File: config.mk
export PLATFORM = sky130hd
export DESIGN_NAME = seq_booth_multiplier
export DESIGN_NICKNAME = d
export VERILOG_FILES = /design/src/rtl/seq_booth_multiplier_pkg.sv /design/src/rtl/seq_booth_multiplier_booth_step.sv /design/src/rtl/seq_booth_multiplier.sv
export SDC_FILE = /design/constraint.sdc
export NUM_CORES = 1
export LEC_CHECK = 0
export CAP_MARGIN = 25
export CORE_MARGIN = 1
export CORE_UTILIZATION = 55
export CTS_CLUSTER_DIAMETER = 60
export DETAILED_ROUTE_END_ITERATION = 12
export PLACE_DENSITY = 0.8
export SLEW_MARGIN = 25
export SYNTH_ARGS = -nofsm -noshare
export SYNTH_HDL_FRONTEND = slang
export SYNTH_HIERARCHICAL = 1
export SYNTH_SLANG_ARGS = --single-unit
File: constraint.sdc
create_clock -name clk -period 3.8 [get_ports clk]
set_clock_uncertainty 0.05 [all_clocks]
set_input_delay 0.38 -clock clk [delete_from_list [all_inputs] [get_ports clk]]
set_output_delay 0.38 -clock clk [all_outputs]
set_load 0.01 [all_outputs]
File: src/rtl/seq_booth_multiplier_pkg.sv
// Shared definitions for multi-cycle arithmetic blocks: FSM state encoding
// and iteration-counter sizing.
package mult_pkg;

    typedef enum logic [1:0] {
        IDLE = 2'd0,
        CALC = 2'd1,
        DONE = 2'd2
    } mult_state_t;

    // Width of a down-counter that must hold values 0..max_count.
    function automatic int cnt_width(input int max_count);
        return (max_count < 2) ? 1 : $clog2(max_count + 1);
    endfunction

endpackage

File: src/rtl/seq_booth_multiplier_booth_step.sv
// One radix-2 Booth iteration: conditional add/sub of M into the upper half,
// followed by an arithmetic right shift of {acc, Q, q_m1}.
module booth_step #(
    parameter int W = 9
) (
    input  logic [W-1:0] acc_i,
    input  logic [W-1:0] q_i,
    input  logic         q_m1_i,
    input  logic [W-1:0] m_i,
    output logic [W-1:0] acc_o,
    output logic [W-1:0] q_o,
    output logic         q_m1_o
);

    logic [W-1:0] sum;

    // Booth recoding of {q0, q(-1)} selects add, subtract or pass-through.
    always_comb begin
        sum = acc_i;
        case ({q_i[0], q_m1_i})
            2'b01:   sum = acc_i + m_i;
            2'b10:   sum = acc_i - m_i;
            default: sum = acc_i;
        endcase
    end

    assign acc_o  = {sum[W-1], sum[W-1:1]};
    assign q_o    = {sum[0], q_i[W-1:1]};
    assign q_m1_o = q_i[0];

endmodule

File: src/rtl/seq_booth_multiplier.sv
// Sequential radix-2 Booth multiplier with start/done handshake and runtime
// signed/unsigned mode; one result every N+2 cycles.
module seq_booth_multiplier
    import mult_pkg::*;
#(
    parameter int N = 8
) (
    input  logic           clk,
    input  logic           rst,
    input  logic           start,
    input  logic           signed_mode,
    input  logic [N-1:0]   a,
    input  logic [N-1:0]   b,
    output logic           busy,
    output logic           done,
    output logic [2*N-1:0] product
);

    // One extra bit lets both unsigned and signed operands be handled as signed.
    localparam int W  = N + 1;
    localparam int CW = cnt_width(N + 1);

    mult_state_t    state_q;
    logic [W-1:0]   m_q;
    logic [W-1:0]   acc_q;
    logic [W-1:0]   q_q;
    logic           qm1_q;
    logic [W-1:0]   acc_d;
    logic [W-1:0]   q_d;
    logic           qm1_d;
    logic [CW-1:0]  cnt_q;
    logic           busy_q;
    logic           done_q;
    logic [2*N-1:0] product_q;

    booth_step #(.W(W)) u_step (
        .acc_i  (acc_q),
        .q_i    (q_q),
        .q_m1_i (qm1_q),
        .m_i    (m_q),
        .acc_o  (acc_d),
        .q_o    (q_d),
        .q_m1_o (qm1_d)
    );

    // Control FSM, iteration counter, datapath and output registers.
    always_ff @(posedge clk) begin
        if (rst) begin
            state_q   <= IDLE;
            busy_q    <= 1'b0;
            done_q    <= 1'b0;
            product_q <= '0;
            m_q       <= '0;
            acc_q     <= '0;
            q_q       <= '0;
            qm1_q     <= 1'b0;
            cnt_q     <= '0;
        end else begin
            case (state_q)
                IDLE: begin
                    done_q <= 1'b0;
                    if (start) begin
                        m_q     <= {signed_mode & a[N-1], a};
                        q_q     <= {signed_mode & b[N-1], b};
                        acc_q   <= '0;
                        qm1_q   <= 1'b0;
                        cnt_q   <= CW'(N + 1);
                        busy_q  <= 1'b1;
                        state_q <= CALC;
                    end
                end
                CALC: begin
                    acc_q <= acc_d;
                    q_q   <= q_d;
                    qm1_q <= qm1_d;
                    cnt_q <= cnt_q - CW'(1);
                    if (cnt_q == CW'(1)) begin
                        state_q <= DONE;
                    end
                end
                DONE: begin
                    // The top two bits of {acc, Q} are pure sign extension.
                    product_q <= {acc_q[N-2:0], q_q};
                    done_q    <= 1'b1;
                    busy_q    <= 1'b0;
                    state_q   <= IDLE;
                end
                default: begin
                    state_q <= IDLE;
                    busy_q  <= 1'b0;
                    done_q  <= 1'b0;
                end
            endcase
        end
    end

    assign busy    = busy_q;
    assign done    = done_q;
    assign product = product_q;

endmodule

==> metrics.md, run 1 <==
| Metric | Value |
|---|---|
| Status | `finished, final reports clean` |
| # clock sinks | `52` |
| Slowest stage delay, CP | `0.49 ns` |
| Cell Int Power | `0.870 mW` |
| Hold depth | `2` |
| Antenna violations before repair | `0` |
| Crit share post-route | `71.1%` |
| I/O pin total | `38` |
| Area of the mapped netlist | `2780 um^2` |
| Crit path kind | `flip-flop to flip-flop` |
| Syn-to-layout area delta | `12.4%` |
| Post-synthesis sequential area ratio | `37.5%` |
| Count of flip-flops with a built-in enable after synthesis | `0` |
| Worst Path Buf+Inv | `0` |
| Commonest non-fill, non-tap cell in the layout | `nand2_1` |
| Clock share of power | `26.1%` |
| Worst-Margin Slew | `0.911 ns` |
| Initial Util | `58.0%` |
| CTS Hold Bufs | `0` |
| Slowest-stage cell, CP | `fa_1` |
| Adder-Cell Fraction of Synth Area | `6.13%` |
| DR vias | `2237` |
| Top FF cell, synth | `dfxtp_1` |
| Chip Height | `73.0 um` |
| Die width | `73.0 um` |
| Later-pin clock latency in the skew report | `0.32 ns` |
| Starting DRT DRC Count | `121` |
| Fin. Hold Viols | `0` |
| Routed len/inst | `13.3 um` |
| Post-synth ARST share | `0%` |
| Critical Path, Cell by Cell | `ha_1, mux2i_1, fa_1, a211oi_2, o21ai_0, and4_1, nor3_2, xor2_1, a22o_1` |
| Switch Pwr | `0.422 mW` |
| Global Route Usage Sum | `21.0%` |
| Post-Syn Instances | `323` |
| Share of cells above drive strength 1 | `7.10%` |
| Mux cell area share after synthesis | `4.01%` |
| Synth area leader | `dfxtp_1` |
| Leak | `1.14 nW` |
| R2r worst-path depth | `9` |
| Final setup fails | `0` |
| Minimum clock period | `2.70 ns` |
| First-pass GRT wire length | `8820 um` |
| Max-Cap Viols | `0` |
| Vias in the first global route | `1887` |
| # Post-CTS Setup Buffers | `0` |
| Xor/xnor share of the synthesized area | `3.16%` |
| Core box area | `4790 um^2` |
| Mapped Nets | `356` |
| Simple-gate share of the synthesized area | `18.6%` |
| WP depth | `9` |
| Cell area power density | `415 nW/um^2` |
| Post-CTS sizing | `0` |
| Number of synthesis warnings | `6` |
| Yosys top cell area share | `37.5%` |
| HPWL Detailed | `3840 um` |
| Crit path launch type | `flip-flop` |
| CTS tree | `yes` |
| Fin. max-slew vios | `0` |
| Seq cells post-synth | `52` |
| FP Rows | `25` |
| Sw Share | `32.7%` |
| H-tree depth | `2` |
| Root buffer cell | `clkbuf_8` |
| Slew margin rel. | `39.1%` |
| Drt total wl | `5400 um` |
| Largest net degree at the start of global routing | `43` |
| Worst path required time | `3.96 ns` |
| Number of diodes | `0` |
| Critical Path End Type | `flip-flop` |
| Die ar. | `5330 um^2` |
| Vias per Instance | `5.52` |
| Largest family of logic cells by synthesized area | `compound AO/OA/AOI/OAI gates` |
| Commonest non-fill, non-tap cells in the layout | `nand2_1 (57), dfxtp_1 (52), clkdlybuf4s50_1 (37), a21oi_1 (33), nor2_1 (18)` |
| TNS Setup | `0 ns` |
| Synth cell types | `53` |
| RePlAce Congestion | `0.857` |
| Pwr Total | `1.29 mW` |
| Mapped Avg Cell Area | `8.59 um^2` |
| Fmax achieved | `0.370 GHz` |
| GR Overflow Total | `0` |
| Max Fanout on Critical Path | `9` |
| CTS Buf Count | `5` |
| Worst-case clock buffer depth | `2` |
| Peak VDD IR | `0.000390 V` |
| Sequential power share | `47.5%` |
| Compound-Gate Fraction of Synth Area | `21.2%` |
| Clk slew on worst S/H paths | `0.11 ns` |
| First-pass DRT Iterations | `4` |
| Number of port buffers | `37` |
| Crit path max-delay family | `adder cells` |
| Largest cells by area after synthesis | `dfxtp_1 (38%), nand2_1 (7.7%), a21oi_1 (6.0%)` |
| Critical path arrival | `2.86 ns` |
| Final ANT Viol Nets | `0` |
| Final #Nets | `370` |
| Hold crit path type | `flip-flop to flip-flop` |
| Drc violations | `0` |
| Logic pwr share | `26.4%` |
| RSZ-0062 raised after global routing | `false` |
-- logic make-up after synthesis --
family / after synthesis
multiplexers: 11
AO/OA/AOI/OAI: 86
buffers and inverters: 43
adder cells (fa/ha/maj): 13
XOR/XNOR: 10
AND/OR/NAND/NOR: 108
flip-flops: 52
-- power groups by stage --
stage          logic, mW  registers, mW  clock network (mW)
2_1_floorplan      0.298          0.612                   0
3_3_place_gp       0.325          0.624                   0
3_5_place_dp       0.336          0.626                   0
4_1_cts            0.338          0.614               0.340
5_1_grt            0.381          0.619               0.357
6_report           0.341          0.614               0.338
-- flip-flops by register name (all words and copies together), names as in the netlist --
signal and cells:
acc_q 9, busy 1, cnt_q 4, done 1
m_q 9, product 16, q_q 9, qm1_q 1
state_q 2
-- worst reg2reg max path: cells and delay by family (launching register included) --
kind,cells,cell delay [ns]
DFF,1,0.39
muxes,1,0.18
and+or+nand+nor,2,0.41
adders and majority gates,2,0.86
xor gates and xnor gates,1,0.11
AOI/OAI and AO/OA,3,0.60
-- layer usage --
metal  part of all wire (%)  track usage (%)  vias up
met4                    1.2             5.88        0
met1                     52             30.8     1054
met2                     44             31.4       39
met3                    2.7             3.73        5
met5                      0                0        -
li1                       -                -     1139
-- metrics by stage --
stage / setup slack (ns) / util (%) / cells / hold WS (ns) / instance area (um^2)
after CTS: 1.13 / 65.2 / 405 / 0.411 / 3120
final: 1.10 / 65.2 / 405 / 0.409 / 3120
after global placement: 1.24 / 63.1 / 397 / 0.394 / 3020
after detailed placement: 1.14 / 63.2 / 397 / 0.396 / 3020
after floorplan: 1.16 / - / 323 / 0.392 / 2780
after global routing: 0.928 / 65.2 / 405 / 0.436 / 3120
-- cell type report --
type                    count  area (um^2)
clock buffers               5         68.8
clock inverters             3         26.3
fillers                   424         1670
inverters                  12         45.0
multi-input cells         228         1480
flip-flops and latches     52         1040
well taps                  67         83.8
repair buffers             38          378
-- Yosys cell counts (2+ instances only) --
cell,count
mux2i_1,10
a21oi_1,33
nor2b_1,5
a211oi_2,4
buf_6,4
o21ai_0,5
nor3_1,6
o211ai_1,2
a31oi_1,3
nand2b_1,3
o21bai_1,3
or3b_1,2
a22o_1,11
nor2_1,18
a22oi_1,2
buf_2,7
nand2_1,57
dfxtp_1,52
o31ai_1,2
xor2_1,3
a211oi_1,8
buf_4,12
and3_1,2
inv_1,12
o21ai_1,3
nor2_2,3
ha_1,12
clkbuf_1,6
o21a_1,2
xnor2_1,7
nor4_1,2
-- final timing paths --
kind	startpoint	end	slack, ns
max reg2reg	q_q[0]	acc_q[8]	1.10
max	q_q[0]	acc_q[8]	1.10
min	product[13]	product[13]	0.41
min reg2reg	product[13]	product[13]	0.41
Note: power is estimated with default switching activity, not from simulation.
==> run 2: changes to the inputs <==
==> constraint.sdc (replaced) <==
create_clock -name clk -period 2.5 [get_ports clk]
set_clock_uncertainty 0.05 [all_clocks]
set_input_delay 0.25 -clock clk [delete_from_list [all_inputs] [get_ports clk]]
set_output_delay 0.25 -clock clk [all_outputs]
set_load 0.01 [all_outputs]
==> metrics.md, run 2 (synthesized netlist as in run 1, its figures left out) <==
| Metric | Value |
|---|---|
| Share of cells above drive strength 1 | `16.3% (+9.2 points)` |
| Number of port buffers | `37 (unchanged)` |
| Hold crit path type | `flip-flop to flip-flop` |
| Critical path arrival | `2.55 ns (-0.31 ns)` |
| Cell Int Power | `1.40 mW (+61%)` |
| Number of diodes | `0 (unchanged)` |
| Clk slew on worst S/H paths | `0.11 ns (about the same)` |
| Leak | `1.24 nW (+8.7%)` |
| CTS tree | `yes` |
| R2R Path End | `acc_q[8]` |
| Max Fanout on Critical Path | `4 (-5)` |
| HPWL Detailed | `4130 um (+7.5%)` |
| Flip-flop count of the largest register after layout | `16 (unchanged)` |
| Clock share of power | `24.6% (-1.5 points)` |
| Fin. max-slew vios | `0 (unchanged)` |
| Commonest non-fill, non-tap cell in the layout | `nand2_1` |
| Fmax achieved | `0.418 GHz (+13%)` |
| Final ANT Viol Nets | `0 (unchanged)` |
| R2r worst-path depth | `11 (+2)` |
| Die ar. | `5330 um^2 (unchanged)` |
| Routed len/inst | `14.1 um (+5.6%)` |
| DR vias | `2299 (+2.8%)` |
| Crit path launch type | `flip-flop` |
| Largest net degree at the start of global routing | `42 (-2.3%)` |
| GR Overflow Total | `0 (unchanged)` |
| Starting DRT DRC Count | `196 (+62%)` |
| Commonest non-fill, non-tap cells in the layout | `nand2_1 (57), dfxtp_1 (48), clkdlybuf4s50_1 (37), a21oi_1 (32), buf_4 (19)` |
| Worst-Margin Slew | `0.935 ns (+0.0244 ns)` |
| Sw Share | `32.5% (-0.12 points)` |
| DP Cell Count | `410 (+3.3%)` |
| TNS Setup | `0 ns (unchanged)` |
| Later-pin clock latency in the skew report | `0.31 ns (about the same)` |
| Worst Setup SP | `m_q[1]` |
| Design Area, Final | `3320 um^2 (+6.5%)` |
| CTS Hold Bufs | `0 (unchanged)` |
| Critical Path, Cell by Cell | `buf_4, nor4_2, a21oi_1, xnor2_1, ha_1, o21ai_0, o21bai_1, and4_1, nor3_2, xor2_1, a22o_1` |
| DP Area | `3120 um^2 (+3.3%)` |
| Antenna violations before repair | `0 (unchanged)` |
| Crit path kind | `flip-flop to flip-flop` |
| Syn-to-layout area delta | `19.7%` |
| Reg2reg start | `m_q[1]` |
| Final Util | `69.4% (+4.3 points)` |
| Max-Cap Viols | `0 (unchanged)` |
| Worst path required time | `2.65 ns (-1.31 ns)` |
| Slowest-stage cell, CP | `dfxtp_2` |
| Core box area | `4790 um^2 (unchanged)` |
| Cell area power density | `626 nW/um^2 (+51%)` |
| CTS Buf Count | `5 (unchanged)` |
| Vias per Instance | `5.43 (-1.6%)` |
| I/O pin total | `38 (unchanged)` |
| Post-route insts no fill | `423 (+4.4%)` |
| Status | `finished, final reports clean` |
| Root buffer cell | `clkbuf_8` |
| Final #Nets | `388 (+4.9%)` |
| Worst-case clock buffer depth | `2 (unchanged)` |
| Final setup fails | `0 (unchanged)` |
| Die width | `73.0 um (unchanged)` |
| Fin. Hold Viols | `0 (unchanged)` |
| Initial Util | `58.0% (unchanged)` |
| RePlAce Congestion | `0.819 (-4.4%)` |
| Crit share post-route | `95.7% (+25 points)` |
| H-tree depth | `2 (unchanged)` |
| Vias in the first global route | `2088 (+11%)` |
| Critical Path End Type | `flip-flop` |
| Pwr Total | `2.08 mW (+61%)` |
| Sequential power share | `44.7% (-2.8 points)` |
| Critical path endpoint | `acc_q[8]` |
| FP Rows | `25 (unchanged)` |
| Chip Height | `73.0 um (unchanged)` |
| Drt total wl | `5960 um (+10%)` |
| Peak VDD IR | `0.000310 V (-20%)` |
| Slew margin rel. | `37.4% (-1.6 points)` |
| Slowest stage delay, CP | `0.33 ns (-0.16 ns)` |
| First-pass DRT Iterations | `4 (unchanged)` |
| First-pass GRT wire length | `9770 um (+11%)` |
| Switch Pwr | `0.677 mW (+60%)` |
| # clock sinks | `52 (unchanged)` |
| Minimum clock period | `2.39 ns (-0.308 ns)` |
| Drc violations | `0 (unchanged)` |
| R2R Setup Slk | `0.11 ns (-0.99 ns)` |
| Global Route Usage Sum | `23.6% (+2.6 points)` |
| Logic pwr share | `30.7% (+4.3 points)` |
==> run 2: cell types whose count changed in the layout (fill, tap and decap cells not counted), sizes merged <==
| cell | change |
|---|---|
| buf | +18 |
| inv | +1 |
| clkinvlp | -1 |
==> run 2: critical path, delay by kind of cell, from the launching register on <==
family                     cells  cell delay [ns]
AOI/OAI and AO/OA              4             0.66
xor gates and xnor gates       2             0.31
and+or+nand+nor                3             0.48
buffers and inverters          1             0.14
adders and majority gates      1             0.32
DFF                            1             0.33
==> run 2: how the worst min path moves through the flow <==
stage / cells after the start / startpoint / end
2_1_floorplan: 2 / a[7] / m_q[7]
3_3_place_gp: 2 / product[13] / product[13]
3_5_place_dp: 2 / product[6] / product[6]
4_1_cts: 2 / product[13] / product[13]
5_1_grt: 2 / product[5] / product[5]
6_report: 2 / product[7] / product[7]
==> run 2: final cells by class <==
type	count	area [um^2]
timing repair buffer	56	513
inverter	12	45.0
tap	67	83.8
sequential	52	1050
multi-input combinational	228	1540
clock inverter	3	25.0
clock buffer	5	68.8
fill	381	1460
==> run 2: what timing repair did <==
item	in CTS	in global routing
setup endpoints to repair	3	5
resized for setup	1	19
pin swaps	0	14
buffers inserted	0	6
==> run 2: stage by stage <==
stage	setup WS (ns)	hold WS, ns
finish	0.107	0.408
global route	-0.0843	0.432
CTS	0.0116	0.410
detailed placement	-0.0858	0.395
global placement	0.0263	0.393
floorplan	0.000650	0.336
==> run 2: power groups by stage <==
stage                     logic, mW  registers [mW]  clock network (mW)
final                         0.639           0.929               0.512
after global routing          0.704           0.937               0.552
after CTS                     0.562           0.924               0.515
after detailed placement      0.557           0.943                   0
after global placement        0.542           0.940                   0
after floorplan               0.455           0.930                   0
==> run 2: metal layers <==
layer | share of wire [%] | track usage, % | wire length, um
met5 | 0 | 0 | 0
met4 | 1.6 | 9.80 | 93
met3 | 3.9 | 4.01 | 235
met2 | 47 | 36.6 | 2810
met1 | 47 | 32.3 | 2820
==> run 3: changes to the inputs <==
--- a/config.mk
+++ b/config.mk
@@ -7,10 +7,12 @@
 export LEC_CHECK = 0
 export CAP_MARGIN = 25
 export CORE_MARGIN = 1
-export CORE_UTILIZATION = 55
+export CORE_UTILIZATION = 57
+export CTS_BUF_LIST = sky130_fd_sc_hd__clkbuf_8
 export CTS_CLUSTER_DIAMETER = 60
 export DETAILED_ROUTE_END_ITERATION = 12
-export PLACE_DENSITY = 0.8
+export PLACE_DENSITY = 0.83
+export SKIP_CTS_REPAIR_TIMING = 1
 export SLEW_MARGIN = 25
 export SYNTH_ARGS = -nofsm -noshare
 export SYNTH_HDL_FRONTEND = slang
==> metrics.md, run 3 (synthesized netlist as in run 1, its figures left out) <==
| Metric | Value |
|---|---|
| Global Route Usage Sum | `22.9% (-0.68 points)` |
| Cell area power density | `649 nW/um^2 (+3.7%)` |
| Fin. Hold Viols | `0 (unchanged)` |
| Share of cells above drive strength 1 | `13.7% (-2.6 points)` |
| Hold WS | `0.407 ns (-0.00102 ns)` |
| RePlAce Congestion | `0.856 (+4.5%)` |
| RSZ-0062 raised after global routing | `true` |
| Flip-flop count of the largest register after layout | `16 (unchanged)` |
| GR Overflow Total | `0 (unchanged)` |
| # clock sinks | `52 (unchanged)` |
| Worst path required time | `2.66 ns (about the same)` |
| Status | `finished, final reports clean` |
| Fin. max-slew vios | `0 (unchanged)` |
| Multi-input gate area | `1540 um^2 (about the same)` |
| FP Rows | `25 (unchanged)` |
| Minimum clock period | `2.50 ns (+0.103 ns)` |
| Vias in the first global route | `2027 (-2.9%)` |
| Post-route insts no fill | `405 (-4.3%)` |
| Hold crit path type | `flip-flop to flip-flop` |
| Syn-to-layout area delta | `18.2%` |
| Number of diodes | `0 (unchanged)` |
| H-tree depth | `2 (unchanged)` |
| Peak VDD IR | `0.000394 V (+27%)` |
| Drt total wl | `5940 um (-0.24%)` |
| Root buffer cell | `clkbuf_8` |
| Final Util | `69.9% (+0.51 points)` |
| Routed len/inst | `14.7 um (+4.2%)` |
| Chip Height | `71.8 um (-1.7%)` |
| Worst-case clock buffer depth | `2 (unchanged)` |
| Register area | `1040 um^2 (-0.60%)` |
| FILL cells | `370 (-2.9%)` |
| Final setup fails | `0 (unchanged)` |
| Design Area, Final | `3280 um^2 (-1.2%)` |
| Number of port buffers | `37 (unchanged)` |
| Slew margin rel. | `44.8% (+7.3 points)` |
| Max-Cap Viols | `0 (unchanged)` |
| Clk slew on worst S/H paths | `0.10 ns (about the same)` |
| Commonest non-fill, non-tap cells in the layout | `nand2_1 (57), dfxtp_1 (51), clkdlybuf4s50_1 (37), a21oi_1 (32), nor2_1 (16)` |
| Final ANT Viol Nets | `0 (unchanged)` |
| Fmax achieved | `0.401 GHz (-4.1%)` |
| Max Fanout on Critical Path | `9 (+5)` |
| I/O pin total | `38 (unchanged)` |
| Worst-Margin Slew | `0.825 ns (-0.110 ns)` |
| Antenna violations before repair | `0 (unchanged)` |
| Vias per Instance | `5.71 (+5.0%)` |
| Crit path kind | `flip-flop to flip-flop` |
| Commonest non-fill, non-tap cell in the layout | `nand2_1` |
| CTS tree | `yes` |
| First-pass GRT wire length | `9340 um (-4.5%)` |
| Largest net degree at the start of global routing | `42 (unchanged)` |
| Leak | `1.23 nW (-0.84%)` |
| Crit share post-route | `99.8% (+4.1 points)` |
| Crit path launch type | `flip-flop` |
| Core box area | `4690 um^2 (-2.0%)` |
| DR vias | `2312 (+0.57%)` |
| Die width | `71.8 um (-1.7%)` |
| Drc violations | `0 (unchanged)` |
| CTS Buf Count | `5 (unchanged)` |
| DP Cell Count | `395 (-3.7%)` |
| Later-pin clock latency in the skew report | `0.31 ns (about the same)` |
| First-pass DRT Iterations | `4 (unchanged)` |
| DP Area | `3090 um^2 (-1.0%)` |
| Starting DRT DRC Count | `173 (-12%)` |
| Critical Path End Type | `flip-flop` |
| Critical path arrival | `2.65 ns (+0.10 ns)` |
| Final #Nets | `383 (-1.3%)` |
| Die ar. | `5150 um^2 (-3.4%)` |
| HPWL Detailed | `4030 um (-2.4%)` |
| Initial Util | `59.1% (+1.2 points)` |
| TNS Setup | `0 ns (unchanged)` |
## run 3: critical path: stages, from the launching register on
cell	delay [ns]
dfxtp_1	0.34
inv_1	0.06
ha_4	0.20
a31oi_1	0.20
xnor2_1	0.11
ha_1	0.26
nor4_1	0.32
o21ai_1	0.15
and4_1	0.23
nor3_2	0.17
xor2_1	0.10
a22o_1	0.21
## run 3: power by group
group	switching [mW]	total (mW)	leakage (nW)	internal (mW)
sequential	0.0528	0.928	0.425	0.876
clock	0.292	0.591	0.0599	0.299
combinational	0.313	0.610	0.745	0.298
## run 3: per-stage QoR
step           power, mW  worst slack, ns
4_1_cts             2.07          -0.0966
5_1_grt             2.23          -0.0899
3_3_place_gp        1.47           0.0209
2_1_floorplan       1.39         0.000650
6_report            2.13          0.00411
3_5_place_dp        1.49          -0.0744
## run 3: final timing paths
kind,to,start,cells after the start,slack [ns]
max reg2reg,acc_q[8],qm1_q,11,0.004
min reg2reg,product[7],product[7],2,0.41
max,acc_q[8],qm1_q,11,0.004
min,product[7],product[7],2,0.41
## run 3: metal layers
| layer | up-vias | track usage, % | routed length (um) |
|---|---|---|---|
| li1 | 1167 | - | - |
| met1 | 1059 | 30.8 | 2650 |
| met2 | 76 | 37.2 | 2900 |
| met3 | 10 | 4.50 | 312 |
| met4 | 0 | 6.97 | 82 |
| met5 | - | 0 | 0 |
## run 3: final cells by class
type / count / area share, %
sequential: 52 / 31.8
timing repair buffer: 51 / 14.5
clock buffer: 5 / 2.10
clock inverter: 3 / 1.30
multi-input combinational: 228 / 46.9
inverter: 12 / 1.37
tap: 54 / 2.06
